--- config.mk ---
export PLATFORM = sky130hd
export DESIGN_NAME = cardinal_ex_sequencer
export DESIGN_NICKNAME = d
export VERILOG_FILES = /design/src/rtl/cardinal_ex_sequencer.sv
export SDC_FILE = /design/constraint.sdc
export NUM_CORES = 1
export LEC_CHECK = 0
export ABC_AREA = 1
export ABC_CLOCK_PERIOD_IN_PS = 2100
export CORE_MARGIN = 5
export CORE_UTILIZATION = 37
export DETAILED_ROUTE_END_ITERATION = 10
export GPL_TIMING_DRIVEN = 0
export PLACE_DENSITY = 0.86
export SLEW_MARGIN = 20
export SYNTH_ARGS = -nofsm -noshare
export SYNTH_HDL_FRONTEND = slang
export SYNTH_SLANG_ARGS = --single-unit
--- constraint.sdc ---
create_clock -name clk -period 2.1 [get_ports clk]
set_clock_uncertainty 0.15 [all_clocks]
set_input_delay 0.315 -clock clk [delete_from_list [all_inputs] [get_ports clk]]
set_output_delay 0.315 -clock clk [all_outputs]
set_load 0.02 [all_outputs]
--- src/rtl/cardinal_ex_sequencer.sv ---
// Cardinal EX-stage sequencer: latency-driven stall, hazard flags and registered writeback.
// Optional perf counters are built when CARDINAL_EXSEQ_PERF_EN is defined.
module cardinal_ex_sequencer #(
   parameter int DATA_WIDTH     = 64,
   parameter int REG_ADDR_WIDTH = 5,
   parameter int LAT_SINGLE     = 1,
   parameter int LAT_MEM        = 2,
   parameter int LAT_ADDSUB     = 3,
   parameter int LAT_MULSQ      = 4,
   parameter int LAT_DIVSQRT    = 5,
   parameter int LAT_SHIFT      = 3,
   parameter int CNT_WIDTH      = 4
) (
   input  logic                      clk,
   input  logic                      reset,
   input  logic                      flush,
   input  logic                      issue_valid,
   output logic                      issue_ready,
   input  logic [2:0]                issue_class,
   input  logic [REG_ADDR_WIDTH-1:0] issue_rd,
   input  logic                      issue_wr_en,
   input  logic [2:0]                issue_ppp,
   input  logic [DATA_WIDTH-1:0]     res_data_in,
   input  logic [REG_ADDR_WIDTH-1:0] id_rs0,
   input  logic [REG_ADDR_WIDTH-1:0] id_rs1,
   output logic                      hazard0,
   output logic                      hazard1,
   output logic                      stall,
   output logic                      busy,
   output logic                      wb_valid,
   output logic [REG_ADDR_WIDTH-1:0] wb_rd,
   output logic [DATA_WIDTH-1:0]     wb_data,
   output logic [DATA_WIDTH/8-1:0]   wb_mask,
   output logic [31:0]               perf_stall_cycles,
   output logic [31:0]               perf_ops_retired
);

   // state | meaning
   // IDLE  | nothing in flight, any op is accepted
   // BUSY  | op in flight; cnt counts down, cnt==0 is its completion cycle
   localparam int NB = DATA_WIDTH / 8;

   localparam logic [CNT_WIDTH-1:0] LAT_SINGLE_M1  = CNT_WIDTH'(LAT_SINGLE - 1);
   localparam logic [CNT_WIDTH-1:0] LAT_MEM_M1     = CNT_WIDTH'(LAT_MEM - 1);
   localparam logic [CNT_WIDTH-1:0] LAT_ADDSUB_M1  = CNT_WIDTH'(LAT_ADDSUB - 1);
   localparam logic [CNT_WIDTH-1:0] LAT_MULSQ_M1   = CNT_WIDTH'(LAT_MULSQ - 1);
   localparam logic [CNT_WIDTH-1:0] LAT_DIVSQRT_M1 = CNT_WIDTH'(LAT_DIVSQRT - 1);
   localparam logic [CNT_WIDTH-1:0] LAT_SHIFT_M1   = CNT_WIDTH'(LAT_SHIFT - 1);

   typedef enum logic {
      ST_IDLE = 1'b0,
      ST_BUSY = 1'b1
   } state_t;

   state_t                    state_q, state_d;
   logic [CNT_WIDTH-1:0]      cnt_q, cnt_d;
   logic [REG_ADDR_WIDTH-1:0] inf_rd_q, inf_rd_d;
   logic                      inf_wr_en_q, inf_wr_en_d;
   logic [2:0]                inf_ppp_q, inf_ppp_d;
   logic                      wb_valid_q, wb_valid_d;
   logic [REG_ADDR_WIDTH-1:0] wb_rd_q, wb_rd_d;
   logic [DATA_WIDTH-1:0]     wb_data_q, wb_data_d;
   logic [NB-1:0]             wb_mask_q, wb_mask_d;

   logic                      accept;
   logic                      complete;
   logic                      inf_writes;
   logic [CNT_WIDTH-1:0]      lat_m1;
   logic [NB-1:0]             ppp_mask;

   assign busy        = (state_q == ST_BUSY);
   assign issue_ready = !flush && ((state_q == ST_IDLE) || (cnt_q == '0));
   assign accept      = issue_valid && issue_ready;
   assign stall       = issue_valid && !issue_ready;
   assign complete    = busy && (cnt_q == '0) && !flush;
   assign inf_writes  = inf_wr_en_q && (inf_rd_q != '0);
   assign hazard0     = busy && inf_writes && (inf_rd_q == id_rs0);
   assign hazard1     = busy && inf_writes && (inf_rd_q == id_rs1);

   assign wb_valid = wb_valid_q;
   assign wb_rd    = wb_rd_q;
   assign wb_data  = wb_data_q;
   assign wb_mask  = wb_mask_q;

   always_comb begin
      case (issue_class)
         3'd0:    lat_m1 = LAT_SINGLE_M1;
         3'd1:    lat_m1 = LAT_MEM_M1;
         3'd2:    lat_m1 = LAT_ADDSUB_M1;
         3'd3:    lat_m1 = LAT_MULSQ_M1;
         3'd4:    lat_m1 = LAT_DIVSQRT_M1;
         3'd5:    lat_m1 = LAT_SHIFT_M1;
         default: lat_m1 = LAT_SINGLE_M1;
      endcase
   end

   // Mask bit NB-1 is the most significant byte lane; u/d pick halves, e/o alternate lanes.
   always_comb begin
      ppp_mask = '0;
      for (int i = 0; i < NB; i++) begin
         case (inf_ppp_q)
            3'b000:  ppp_mask[i] = 1'b1;
            3'b001:  ppp_mask[i] = (i >= NB / 2);
            3'b010:  ppp_mask[i] = (i < NB / 2);
            3'b011:  ppp_mask[i] = (i % 2 == 1);
            3'b100:  ppp_mask[i] = (i % 2 == 0);
            default: ppp_mask[i] = 1'b0;
         endcase
      end
   end

   always_comb begin
      state_d     = state_q;
      cnt_d       = cnt_q;
      inf_rd_d    = inf_rd_q;
      inf_wr_en_d = inf_wr_en_q;
      inf_ppp_d   = inf_ppp_q;
      wb_valid_d  = 1'b0;
      wb_rd_d     = wb_rd_q;
      wb_data_d   = wb_data_q;
      wb_mask_d   = wb_mask_q;

      if (flush) begin
         state_d = ST_IDLE;
         cnt_d   = '0;
      end else begin
         if (busy && (cnt_q != '0)) begin
            cnt_d = cnt_q - 1'b1;
         end
         if (complete) begin
            wb_valid_d = inf_writes;
            wb_rd_d    = inf_rd_q;
            wb_data_d  = res_data_in;
            wb_mask_d  = ppp_mask;
            state_d    = ST_IDLE;
         end
         // A new op may be accepted on the completion edge; it overrides the IDLE return.
         if (accept) begin
            inf_rd_d    = issue_rd;
            inf_wr_en_d = issue_wr_en;
            inf_ppp_d   = issue_ppp;
            cnt_d       = lat_m1;
            state_d     = ST_BUSY;
         end
      end
   end

   always_ff @(posedge clk) begin
      if (reset) begin
         state_q     <= ST_IDLE;
         cnt_q       <= '0;
         inf_rd_q    <= '0;
         inf_wr_en_q <= 1'b0;
         inf_ppp_q   <= '0;
         wb_valid_q  <= 1'b0;
         wb_rd_q     <= '0;
         wb_data_q   <= '0;
         wb_mask_q   <= '0;
      end else begin
         state_q     <= state_d;
         cnt_q       <= cnt_d;
         inf_rd_q    <= inf_rd_d;
         inf_wr_en_q <= inf_wr_en_d;
         inf_ppp_q   <= inf_ppp_d;
         wb_valid_q  <= wb_valid_d;
         wb_rd_q     <= wb_rd_d;
         wb_data_q   <= wb_data_d;
         wb_mask_q   <= wb_mask_d;
      end
   end

`ifdef CARDINAL_EXSEQ_PERF_EN
   logic [31:0] perf_stall_q, perf_stall_d;
   logic [31:0] perf_ret_q, perf_ret_d;

   always_comb begin
      perf_stall_d = perf_stall_q;
      perf_ret_d   = perf_ret_q;
      if (stall && (perf_stall_q != 32'hFFFF_FFFF)) begin
         perf_stall_d = perf_stall_q + 32'd1;
      end
      if (complete && (perf_ret_q != 32'hFFFF_FFFF)) begin
         perf_ret_d = perf_ret_q + 32'd1;
      end
   end

   always_ff @(posedge clk) begin
      if (reset) begin
         perf_stall_q <= '0;
         perf_ret_q   <= '0;
      end else begin
         perf_stall_q <= perf_stall_d;
         perf_ret_q   <= perf_ret_d;
      end
   end

   assign perf_stall_cycles = perf_stall_q;
   assign perf_ops_retired  = perf_ret_q;
`else
   assign perf_stall_cycles = 32'd0;
   assign perf_ops_retired  = 32'd0;
`endif

endmodule

==> summary.txt <==
Clock tree
  • H-tree levels: 3
  • Deepest clock path buffer count: 2
  • TritonCTS clock tree: built
  • Worst-Skew Late Latency: 340 ps
  • Clock sink total: 88
  • CTS buffer count: 9
  • CTS root buffer: clkbuf_8
  • Worst-path clk slew: 80 ps

Synthesis
  • Synth cell types: 24
  • Fraction of the mapped netlist area in adder cells: 0.327%
  • Combinational family with the most area after synthesis: simple AND/OR/NAND/NOR gates
  • Share of the synthesized area in the top cell type: 46.0%
  • Number of enable flip-flop cells after synthesis: 0
  • Post-synthesis sequential area ratio: 46.0%
  • Most common cell in the netlist: nor2_1
  • Synth Flop Type: dfxtp_1
  • Yosys warnings: 0
  • Synth area leader: dfxtp_1
  • Post-synth ARST share: 0%
  • Post-Synth XOR/XNOR Area: 2.97%
  • Synth Area in Compound Gates: a little over an eighth
  • Syn Area/Cell: 7.72 sq um
  • Area of the mapped netlist: 3830 sq um
  • Multiplexer share of the synthesized area: 0%
  • Synthesis-stage register bit count: 88
  • Cells after synthesis: 496
  • Top post-synthesis cells by count: 141 x nor2_1, 88 x dfxtp_1, 82 x o21ai_0
  • Synth area leaders: dfxtp_1 46%, nor2_1 14%, buf_4 14%
  • Simple-Gate Fraction of Synth Area: 19.5%

Power
  • Overall power: 3.80 mW
  • Net Sw Frac: between 20 and 25%
  • Psw: 939 uW
  • Power Density: slightly above 600 nW/um^2
  • Sequential share of power: 46.0%
  • Worst VDD drop: 0.362 mV
  • Leakage Power: 2.59 nW
  • Comb pwr share: 18.8%
  • Internal power: 2.86 mW
  • Clock power frac: between 30% and 40%

Outcome
  • Status: completed

Min path
  • HP Class: in -> reg

Cells and area
  • Nets: 836
  • Area grow syn2layout: 62.7%
  • Fraction of layout cells with a size suffix above 1: roughly 16%
  • Fin util: 60.9%
  • ANT cells: 0
  • FF+latch area: roughly 1800 sq um
  • # fillers: approximately 930
  • Multi-input logic area: 1650 sq um

GRT
  • Initial antenna violation count: 0
  • GR Overflow Total: 0
  • Largest net degree at the start of global routing: 14
  • Total GRT Usage: 17.5%
  • Vias in the first global route: 3613
  • First-pass GRT wire length: 17.7 mm

Setup path
  • Critical path start-end classification: in -> out
  • Worst-path maximum fanout: 1
  • Critical Path Start Type: input pin
  • Worst EP arrival: 1590 ps
  • Req. time, crit path: roughly 1600 ps
  • CP Capture Type: primary output

Timing
  • Slew Limit Fails: 0
  • Fin. Hold Viols: 0
  • Final period util: 97.6%
  • Final setup violation count: 0
  • Setup WS post-layout: 49.4 ps
  • Max Clk Rate: 488 MHz
  • Fin crit period: 2050 ps

Floorplanning
  • Die area: 12500 sq um
  • Chip height: 112 microns
  • Starting Density: 37.4%
  • Die width: 112 microns
  • IO Pins: roughly 240
  • Core area: roughly 10000 sq um
  • Rows: 37

Detailed routing
  • Via count: around 3800
  • Total iterations of the first detailed-routing run: 4
  • Wire length per cell: 13.0 microns
  • Final ANT Viol Nets: 0
  • DRC Markers: 0
  • Post-DR vias/cell: roughly 4.3
  • WL final: around 12 mm
  • Initial detailed-routing violation count: 278

Place
  • Detailed Place HPWL: between 9 and 10 mm
  • GPL Wtd Cong: 0.816
  • DP Worst Slack: -351 ps
  • PortBufs: 171

Flow run
  • Maxcap violations: 0
## flip-flops by register name, indices dropped and copies added (netlist names)
| name | flops |
|---|---|
| busy | 1 |
| cnt_q | 4 |
| inf_ppp_q | 3 |
| inf_rd_q | 5 |
| inf_wr_en_q | 1 |
| wb_data | 64 |
| wb_mask | 4 |
| wb_rd | 5 |
| wb_valid | 1 |
## layout by cell type (no fill, tap or decap), drive strengths merged
master	count
clkdlybuf4s50	167
o211ai	1
bufinv	3
xnor2	9
xor2	4
ha	1
a21oi	15
o21ai	84
clkdlybuf4s15	2
nand3	15
clkinv	1
nor3	3
inv	18
nand4	4
dfxtp	88
buf	85
nand2	17
clkbuf	24
conb	64
nor2	143
## cell type report
type,count,area share (%)
multi-input combinational,360,26.5
tap,136,2.73
buffer,93,9.96
timing repair buffer,175,27.8
clock buffer,10,2.05
clock inverter,4,1.53
inverter,18,1.08
sequential,88,28.4
## what timing repair did
action,in CTS,in global routing
gates resized for setup,26,2
hold buffers,0,0
hold endpoints to repair,0,0
buffers inserted,1,3
pin swaps,1,0
endpoints found under the setup margin,4,4
## worst max-delay path, cell delays in order
cell and delay [ps]:
clkdlybuf4s50_1 470, xnor2_1 120, nand4_1 170, nor3_2 220
clkdlybuf4s15_2 290
## per-layer routing
metal | routed length [microns] | share of wire [%] | GRT usage, % | up-vias
met5 | 0 | 0 | 0 | -
met4 | 212 | 1.8 | 5.52 | 0
met3 | 718 | 6.2 | 3.64 | 16
met2 | 5780 | 50 | 30.6 | 146
met1 | 4810 | 42 | 21.5 | 1685
li1 | - | - | - | 1948
## logic make-up (layout without fill, tap and decap cells)
logic type / count (synthesis) / after routing
adders and majority gates: 1 / 1
and+or+nand+nor: 182 / 182
DFF: 88 / 88
buffers and inverters: 111 / 300
other: 1 / 64
xor gates and xnor gates: 13 / 13
AOI/OAI and AO/OA: 100 / 100
## power groups by stage
stage          combinational [mW]  clock, mW  sequential (mW)
4_1_cts                     0.709       1.37             1.75
2_1_floorplan               0.365          0             1.83
3_3_place_gp                0.695          0             1.79
5_1_grt                     0.775       1.44             1.76
3_5_place_dp                0.702          0             1.79
6_report                    0.716       1.34             1.75
## per-stage QoR
step	hold slack, ps	setup TNS, ps	instance area (sq um)	cells
5_1_grt	247	-8.01	6230	884
3_3_place_gp	307	-778	5950	866
4_1_cts	204	0	6210	881
6_report	234	0	6230	884
2_1_floorplan	234	0	4070	559
3_5_place_dp	304	-1500	5950	866
## worst paths after layout
kind	startpoint	endpoint	slack, ps	depth (start not counted)
hold / removal	issue_valid	inf_rd_q[2]$_SDFFE_PP0P_	230	3
setup reg to reg	cnt_q[1]$_SDFFE_PP0P_	inf_rd_q[0]$_SDFFE_PP0P_	350	9
hold reg to reg	inf_wr_en_q$_SDFFE_PP0P_	wb_valid$_SDFF_PP0_	330	2
setup / recovery	id_rs0[1]	hazard0	50	5
No activity file was read; power rests on OpenSTA's default activity.
